### src/rtl/module_disp_enc_if.sv
// module_disp_enc_if: multiplexed segment-bus monitor port bundle.
// master drives the sampled display bus; slave is the monitor.
`default_nettype none

interface module_disp_enc_if #(
    parameter int NDIG = 4
);
    logic                sample_i;
    logic [6:0]          seg_i;
    logic [NDIG-1:0]     an_i;
    logic                clear_i;
    logic [4*NDIG-1:0]   value_o;
    logic [NDIG-1:0]     digit_valid_o;
    logic [NDIG-1:0]     blank_o;
    logic                frame_valid_o;
    logic                err_o;

    modport master (
        output sample_i, seg_i, an_i, clear_i,
        input  value_o, digit_valid_o, blank_o, frame_valid_o, err_o
    );

    modport slave (
        input  sample_i, seg_i, an_i, clear_i,
        output value_o, digit_valid_o, blank_o, frame_valid_o, err_o
    );
endinterface

`default_nettype wire

### src/rtl/module_disp_enc.sv
// module_disp_enc: glitch-filtered seven-segment monitor that re-encodes digit patterns to hex.
// Optional macro DISP_ENC_BLANK_EN: accept the all-off pattern as a blank digit. Rev 1.0
`default_nettype none

module module_disp_enc #(
    parameter int NDIG   = 4,
    parameter int STABLE = 3
) (
    input  logic               clk,
    input  logic               rst_n,
    module_disp_enc_if.slave   bus
);
    localparam int CW    = $clog2(STABLE + 1);
    localparam int IDX_W = (NDIG > 1) ? $clog2(NDIG) : 1;
    localparam logic [CW-1:0] STABLE_C = CW'(STABLE);

    logic [NDIG-1:0]    prev_an;
    logic [6:0]         prev_seg;
    logic [CW-1:0]      cnt;
    logic [4*NDIG-1:0]  value_q;
    logic [NDIG-1:0]    valid_q;
    logic               frame_q;
    logic               err_q;

    logic               one_hot;
    logic               match;
    logic [CW-1:0]      cnt_nx;
    logic               capture;
    logic [IDX_W-1:0]   idx;
    logic               dec_ok;
    logic [3:0]         dec_nib;
    logic [3:0]         old_nib;
    logic [NDIG-1:0]    valid_nx;
    logic               frame_hit;
`ifdef DISP_ENC_BLANK_EN
    logic [NDIG-1:0]    blank_q;
    logic               dec_blank;
`endif

    always_comb begin
        one_hot = (bus.an_i != '0) && ((bus.an_i & (bus.an_i - NDIG'(1))) == '0);
        match   = (bus.an_i == prev_an) && (bus.seg_i == prev_seg);

        cnt_nx = cnt;
        if (!one_hot)
            cnt_nx = '0;
        else if (!match)
            cnt_nx = CW'(1);
        else if (cnt < STABLE_C)
            cnt_nx = cnt + CW'(1);

        // A fresh pair reaching STABLE in one step only happens for STABLE=1.
        capture = one_hot && (cnt_nx == STABLE_C) && ((cnt != STABLE_C) || !match);

        idx = '0;
        for (int i = 0; i < NDIG; i++) begin
            if (bus.an_i[i])
                idx = IDX_W'(i);
        end

        dec_ok  = 1'b1;
        dec_nib = 4'h0;
`ifdef DISP_ENC_BLANK_EN
        dec_blank = (bus.seg_i == 7'h00);
`endif
        case (bus.seg_i)
            7'h7E: dec_nib = 4'h0;
            7'h30: dec_nib = 4'h1;
            7'h6D: dec_nib = 4'h2;
            7'h79: dec_nib = 4'h3;
            7'h33: dec_nib = 4'h4;
            7'h5B: dec_nib = 4'h5;
            7'h5F: dec_nib = 4'h6;
            7'h70: dec_nib = 4'h7;
            7'h7F: dec_nib = 4'h8;
            7'h7B: dec_nib = 4'h9;
            7'h77: dec_nib = 4'hA;
            7'h1F: dec_nib = 4'hB;
            7'h4E: dec_nib = 4'hC;
            7'h3D: dec_nib = 4'hD;
            7'h4F: dec_nib = 4'hE;
            7'h47: dec_nib = 4'hF;
`ifdef DISP_ENC_BLANK_EN
            7'h00: dec_nib = 4'h0;
`endif
            default: dec_ok = 1'b0;
        endcase

        old_nib       = value_q[{idx, 2'b00} +: 4];
        valid_nx      = valid_q;
        valid_nx[idx] = dec_ok;
        frame_hit     = (&valid_nx) && (!(&valid_q) || (dec_nib != old_nib));
    end

    always_ff @(posedge clk or negedge rst_n) begin
        if (!rst_n) begin
            prev_an  <= '0;
            prev_seg <= '0;
            cnt      <= '0;
            value_q  <= '0;
            valid_q  <= '0;
            frame_q  <= 1'b0;
            err_q    <= 1'b0;
`ifdef DISP_ENC_BLANK_EN
            blank_q  <= '0;
`endif
        end else begin
            frame_q <= 1'b0;
            if (bus.clear_i) begin
                valid_q <= '0;
                err_q   <= 1'b0;
                cnt     <= '0;
                prev_an <= '0;
`ifdef DISP_ENC_BLANK_EN
                blank_q <= '0;
`endif
            end else if (bus.sample_i) begin
                cnt <= cnt_nx;
                if (!one_hot) begin
                    prev_an <= '0;
                end else if (!match) begin
                    prev_an  <= bus.an_i;
                    prev_seg <= bus.seg_i;
                end
                if (capture) begin
                    if (dec_ok) begin
                        value_q[{idx, 2'b00} +: 4] <= dec_nib;
                        valid_q[idx]               <= 1'b1;
                        frame_q                    <= frame_hit;
`ifdef DISP_ENC_BLANK_EN
                        blank_q[idx]               <= dec_blank;
`endif
                    end else begin
                        err_q        <= 1'b1;
                        valid_q[idx] <= 1'b0;
                    end
                end
            end
        end
    end

    assign bus.value_o       = value_q;
    assign bus.digit_valid_o = valid_q;
    assign bus.frame_valid_o = frame_q;
    assign bus.err_o         = err_q;
`ifdef DISP_ENC_BLANK_EN
    assign bus.blank_o       = blank_q;
`else
    assign bus.blank_o       = '0;
`endif

endmodule

`default_nettype wire

### src/flat_wrapper.sv
// flat-port wrapper written by rule: the top's interface ports become plain ports
module module_disp_enc_flat 
#(
    parameter int NDIG   = 4,
    parameter int STABLE = 3
)
  (clk, rst_n, bus_sample_i, bus_seg_i, bus_an_i, bus_clear_i, bus_value_o, bus_digit_valid_o, bus_blank_o, bus_frame_valid_o, bus_err_o);
  module_disp_enc_if #(.NDIG(NDIG)) bus_i ();
  input  logic clk;
  input  logic rst_n;
  input wire logic [$bits(bus_i.sample_i)-1:0] bus_sample_i;
  input wire logic [$bits(bus_i.seg_i)-1:0] bus_seg_i;
  input wire logic [$bits(bus_i.an_i)-1:0] bus_an_i;
  input wire logic [$bits(bus_i.clear_i)-1:0] bus_clear_i;
  output wire logic [$bits(bus_i.value_o)-1:0] bus_value_o;
  output wire logic [$bits(bus_i.digit_valid_o)-1:0] bus_digit_valid_o;
  output wire logic [$bits(bus_i.blank_o)-1:0] bus_blank_o;
  output wire logic [$bits(bus_i.frame_valid_o)-1:0] bus_frame_valid_o;
  output wire logic [$bits(bus_i.err_o)-1:0] bus_err_o;
  assign bus_i.sample_i = bus_sample_i;
  assign bus_i.seg_i = bus_seg_i;
  assign bus_i.an_i = bus_an_i;
  assign bus_i.clear_i = bus_clear_i;
  assign bus_value_o = bus_i.value_o;
  assign bus_digit_valid_o = bus_i.digit_valid_o;
  assign bus_blank_o = bus_i.blank_o;
  assign bus_frame_valid_o = bus_i.frame_valid_o;
  assign bus_err_o = bus_i.err_o;
  module_disp_enc #(.NDIG(NDIG), .STABLE(STABLE)) u_core (.clk(clk), .rst_n(rst_n), .bus(bus_i));
endmodule
### config.mk
export PLATFORM = sky130hd
export DESIGN_NAME = module_disp_enc_flat
export DESIGN_NICKNAME = d
export VERILOG_FILES = /design/src/rtl/module_disp_enc_if.sv /design/src/rtl/module_disp_enc.sv /design/src/flat_wrapper.sv
export SDC_FILE = /design/constraint.sdc
export NUM_CORES = 1
export LEC_CHECK = 0
export CAP_MARGIN = 10
export CORE_UTILIZATION = 30
export CTS_BUF_LIST = sky130_fd_sc_hd__clkbuf_4 sky130_fd_sc_hd__clkbuf_8
export CTS_CLUSTER_SIZE = 25
export DETAILED_ROUTE_END_ITERATION = 8
export DONT_BUFFER_PORTS = 1
export HOLD_SLACK_MARGIN = 0.1
export PLACE_DENSITY_LB_ADDON = 0.12
export REMOVE_ABC_BUFFERS = 1
export SETUP_SLACK_MARGIN = 0.15
export SKIP_LAST_GASP = 1
export SLEW_MARGIN = 40
export SYNTH_ARGS = -nofsm -noshare
export SYNTH_HDL_FRONTEND = slang
export SYNTH_SLANG_ARGS = --single-unit
### constraint.sdc
create_clock -name clk -period 4.85 [get_ports clk]
set_clock_uncertainty 0.15 [all_clocks]
set_input_delay 1.455 -clock clk [delete_from_list [all_inputs] [get_ports clk]]
set_output_delay 1.455 -clock clk [all_outputs]
set_load 0.01 [all_outputs]
==> flow_summary.json <==
{
  "status": "finished, final reports clean",
  "path_cells": "xor2_1 > nor4_1 > nand3_1 > nor3b_4 > nand3_2 > mux2_1",
  "root_buffer": "clkbuf_8",
  "tritoncts": "done",
  "coreArea_mm2": 0.007687,
  "tns_ps": 0,
  "design.die.area_mm2": 0.008242,
  "layout_common_cells": "dfrtp_1, nor2_1, nand2_1, mux2_1, xor2_1",
  "holdBufCountCts": 0,
  "num_vias": 1676,
  "crit_path_start": "bus_seg_i[1]",
  "fp-row-count": 32,
  "antenna_left": 0,
  "drtPass1Iterations": 4,
  "clk_pin_slew_ps": 70,
  "clk-insertion-delay-late_ps": 290,
  "final_cell_area_mm2": 0.002490,
  "cellLeakagePower_nw": 1.077,
  "ys_seq_area_share_pct": 37.04,
  "synthCells": 246,
  "io_buffer_count": 0,
  "grt_max_degree": 36,
  "grt_antenna_before_repair": 0,
  "power_switching_uw": 161.1,
  "hp-start": "u_core.prev_seg[2]",
  "cts_buffers": 5,
  "syn_avg_cell_area_um2": 9.613,
  "synth.distinct_cells": 46,
  "fill_cells": 846,
  "crit_path_start_kind": "primary input",
  "die_h_um": 90.79,
  "synth-main-ff-cell": "dfrtp_1",
  "ys_warn_count": 0,
  "cts_setup_buffers": 0,
  "antenna_cells": 0,
  "pwr-share-comb_pct": 12.9,
  "remaining_drc_errors": 0,
  "wl_um": 5898,
  "dpl_cell_area_mm2": 0.002402,
  "cp_slowest_cell": "nor3b_4",
  "post_drt_wl_per_cell_um": 17.30,
  "ys_seq_elements": 35,
  "htreeDepth": 2,
  "maxCapViolations": 0,
  "worstPathArrival_ps": 3410,
  "dp_hpwl_um": 4281,
  "rsz0062_at_grt": "no",
  "drv_slew": 0,
  "pwr-share-clk_pct": 35.6,
  "gp_routability_congestion": 0.7327,
  "cp_max_fo": 14,
  "fin_crit_sh_pct": 69.86,
  "min_period_ps": 3388,
  "hold_path_class": "register to register",
  "initial_utilization_pct": 30.76,
  "vias_per_cell": 4.915,
  "worstMarginPinSlew_ps": 757.5,
  "critPathCaptureType": "register",
  "max_freq_ghz": 0.2951,
  "grt_overflow": 0,
  "clk_path_buf_depth": 2,
  "cts_resized": 0,
  "drtIter0Drc": 116,
  "setup_viol_count_final": 0,
  "ir_drop_mv": 0.09992,
  "die_x_um": 90.79,
  "grt_pass1_vias": 1698,
  "async_flop_share_pct": 100.0,
  "layout_commonest_cell": "dfrtp_1",
  "critPathKind": "primary input to register",
  "syn_to_final_growth_pct": 5.291,
  "seq_power_share_pct": 51.5,
  "slowest_delay_ps": 630,
  "intPower_uw": 462.3,
  "drive_gt1_share_pct": 11.30,
  "grt_pass1_wl_um": 9501,
  "cts_sinks": 35,
  "finish.net_count": 259,
  "timing.rr.start": "u_core.prev_seg[3]",
  "max-slew-margin-rel_pct": 49.11,
  "syn_area_mm2": 0.002365,
  "gr-usage-all-layers_pct": 14.75,
  "swShare_pct": 25.84,
  "hold_viol": 0,
  "synth_edf_count": 0,
  "io_pins": 41,
  "cellPowerDensity_mw_per_mm2": 250.3,
  "worst_ep_required_time_ps": 4870
}
-- through the flow --
stage          worst slack (ps)  power (mW)  cells  utilization [%]  hold WS [ps]
6_report                   1462      0.6233    341            32.39         379.2
3_5_place_dp               1158      0.4075    334            31.25         365.9
5_1_grt                    1321      0.6525    341            32.39         397.9
3_3_place_gp               1178      0.4070    334            31.25         359.9
4_1_cts                    1469      0.6323    341            32.39         383.6
2_1_floorplan              1548      0.3921    232                -         350.7
-- final timing paths --
kind	endpoint	slack, ps	cells past startpoint
worst min register to register	u_core.prev_seg[2]	380	1
min in group asynchronous	u_core.prev_an[2]	700	0
max in group asynchronous	u_core.bus.value_o[14]	3750	0
worst min-delay path	u_core.prev_seg[2]	380	1
worst max-delay path	u_core.bus.value_o[15]	1460	6
worst max register to register	u_core.bus.value_o[15]	2210	6
-- cell families (layout without fill, tap and decap cells) --
kind of cell / count (synthesis) / in the layout / share of synthesized area, %
other cells: 1 / 4 / 0.1586
xor+xnor: 17 / 17 / 6.297
buf+inv: 25 / 15 / 5.555
fa+ha+maj: 5 / 5 / 2.646
mux: 36 / 36 / 16.51
compound gates: 38 / 38 / 10.79
flops: 35 / 35 / 37.04
simple gates: 89 / 89 / 21.01
-- layout make-up --
cell class / count / area [um2] / area share [%]
multi-input cells: 189 / 1369 / 54.97
clock inverters: 1 / 5.005 / 0.2010
flip-flops and latches: 35 / 875.8 / 35.18
inverters: 8 / 30.03 / 1.206
clock buffers: 6 / 82.58 / 3.317
well taps: 102 / 127.6 / 5.126
-- registers in the layout, summed over array words and instances, names as in the netlist --
register,cells
u_core.bus.value_o,16
u_core.prev_seg,7
u_core.bus.digit_valid_o,4
u_core.prev_an,4
u_core.cnt,2
u_core.bus.err_o,1
u_core.bus.frame_valid_o,1
-- synth_stat cells (all sizes together) (4+ instances only) --
cell | n | share of area (%)
a21oi | 11 | 2.5
a31o | 4 | 1.5
buf | 16 | 4.1
dfrtp | 35 | 37
ha | 5 | 2.6
inv | 8 | 1.3
mux2 | 24 | 11
mux2i | 12 | 5.1
nand2 | 17 | 2.7
nand2b | 8 | 2.1
nand3 | 10 | 3.0
nor2 | 25 | 4.0
nor3 | 5 | 1.3
nor4 | 4 | 1.1
o21ai | 10 | 2.1
o22ai | 5 | 1.3
xor2 | 14 | 5.2
-- metal layers --
metal	GRT usage [%]	routed length, um
met2	22.73	2586
met5	0	0
met4	3.175	19
met1	20.41	2957
met3	4.293	334
-- critical path, delay by kind of cell --
kind / cells / cell delay [ps]
and+or+nand+nor: 4 / 1450
xor gates and xnor gates: 1 / 140
muxes: 1 / 360
-- power by group through the flow --
stage	clock network [mW]	logic [mW]	registers [mW]
4_1_cts	0.230	0.0810	0.321
3_3_place_gp	0	0.0805	0.327
5_1_grt	0.238	0.0913	0.324
6_report	0.222	0.0803	0.321
3_5_place_dp	0	0.0805	0.327
2_1_floorplan	0	0.0676	0.325
(Power assumes the default switching activity.)
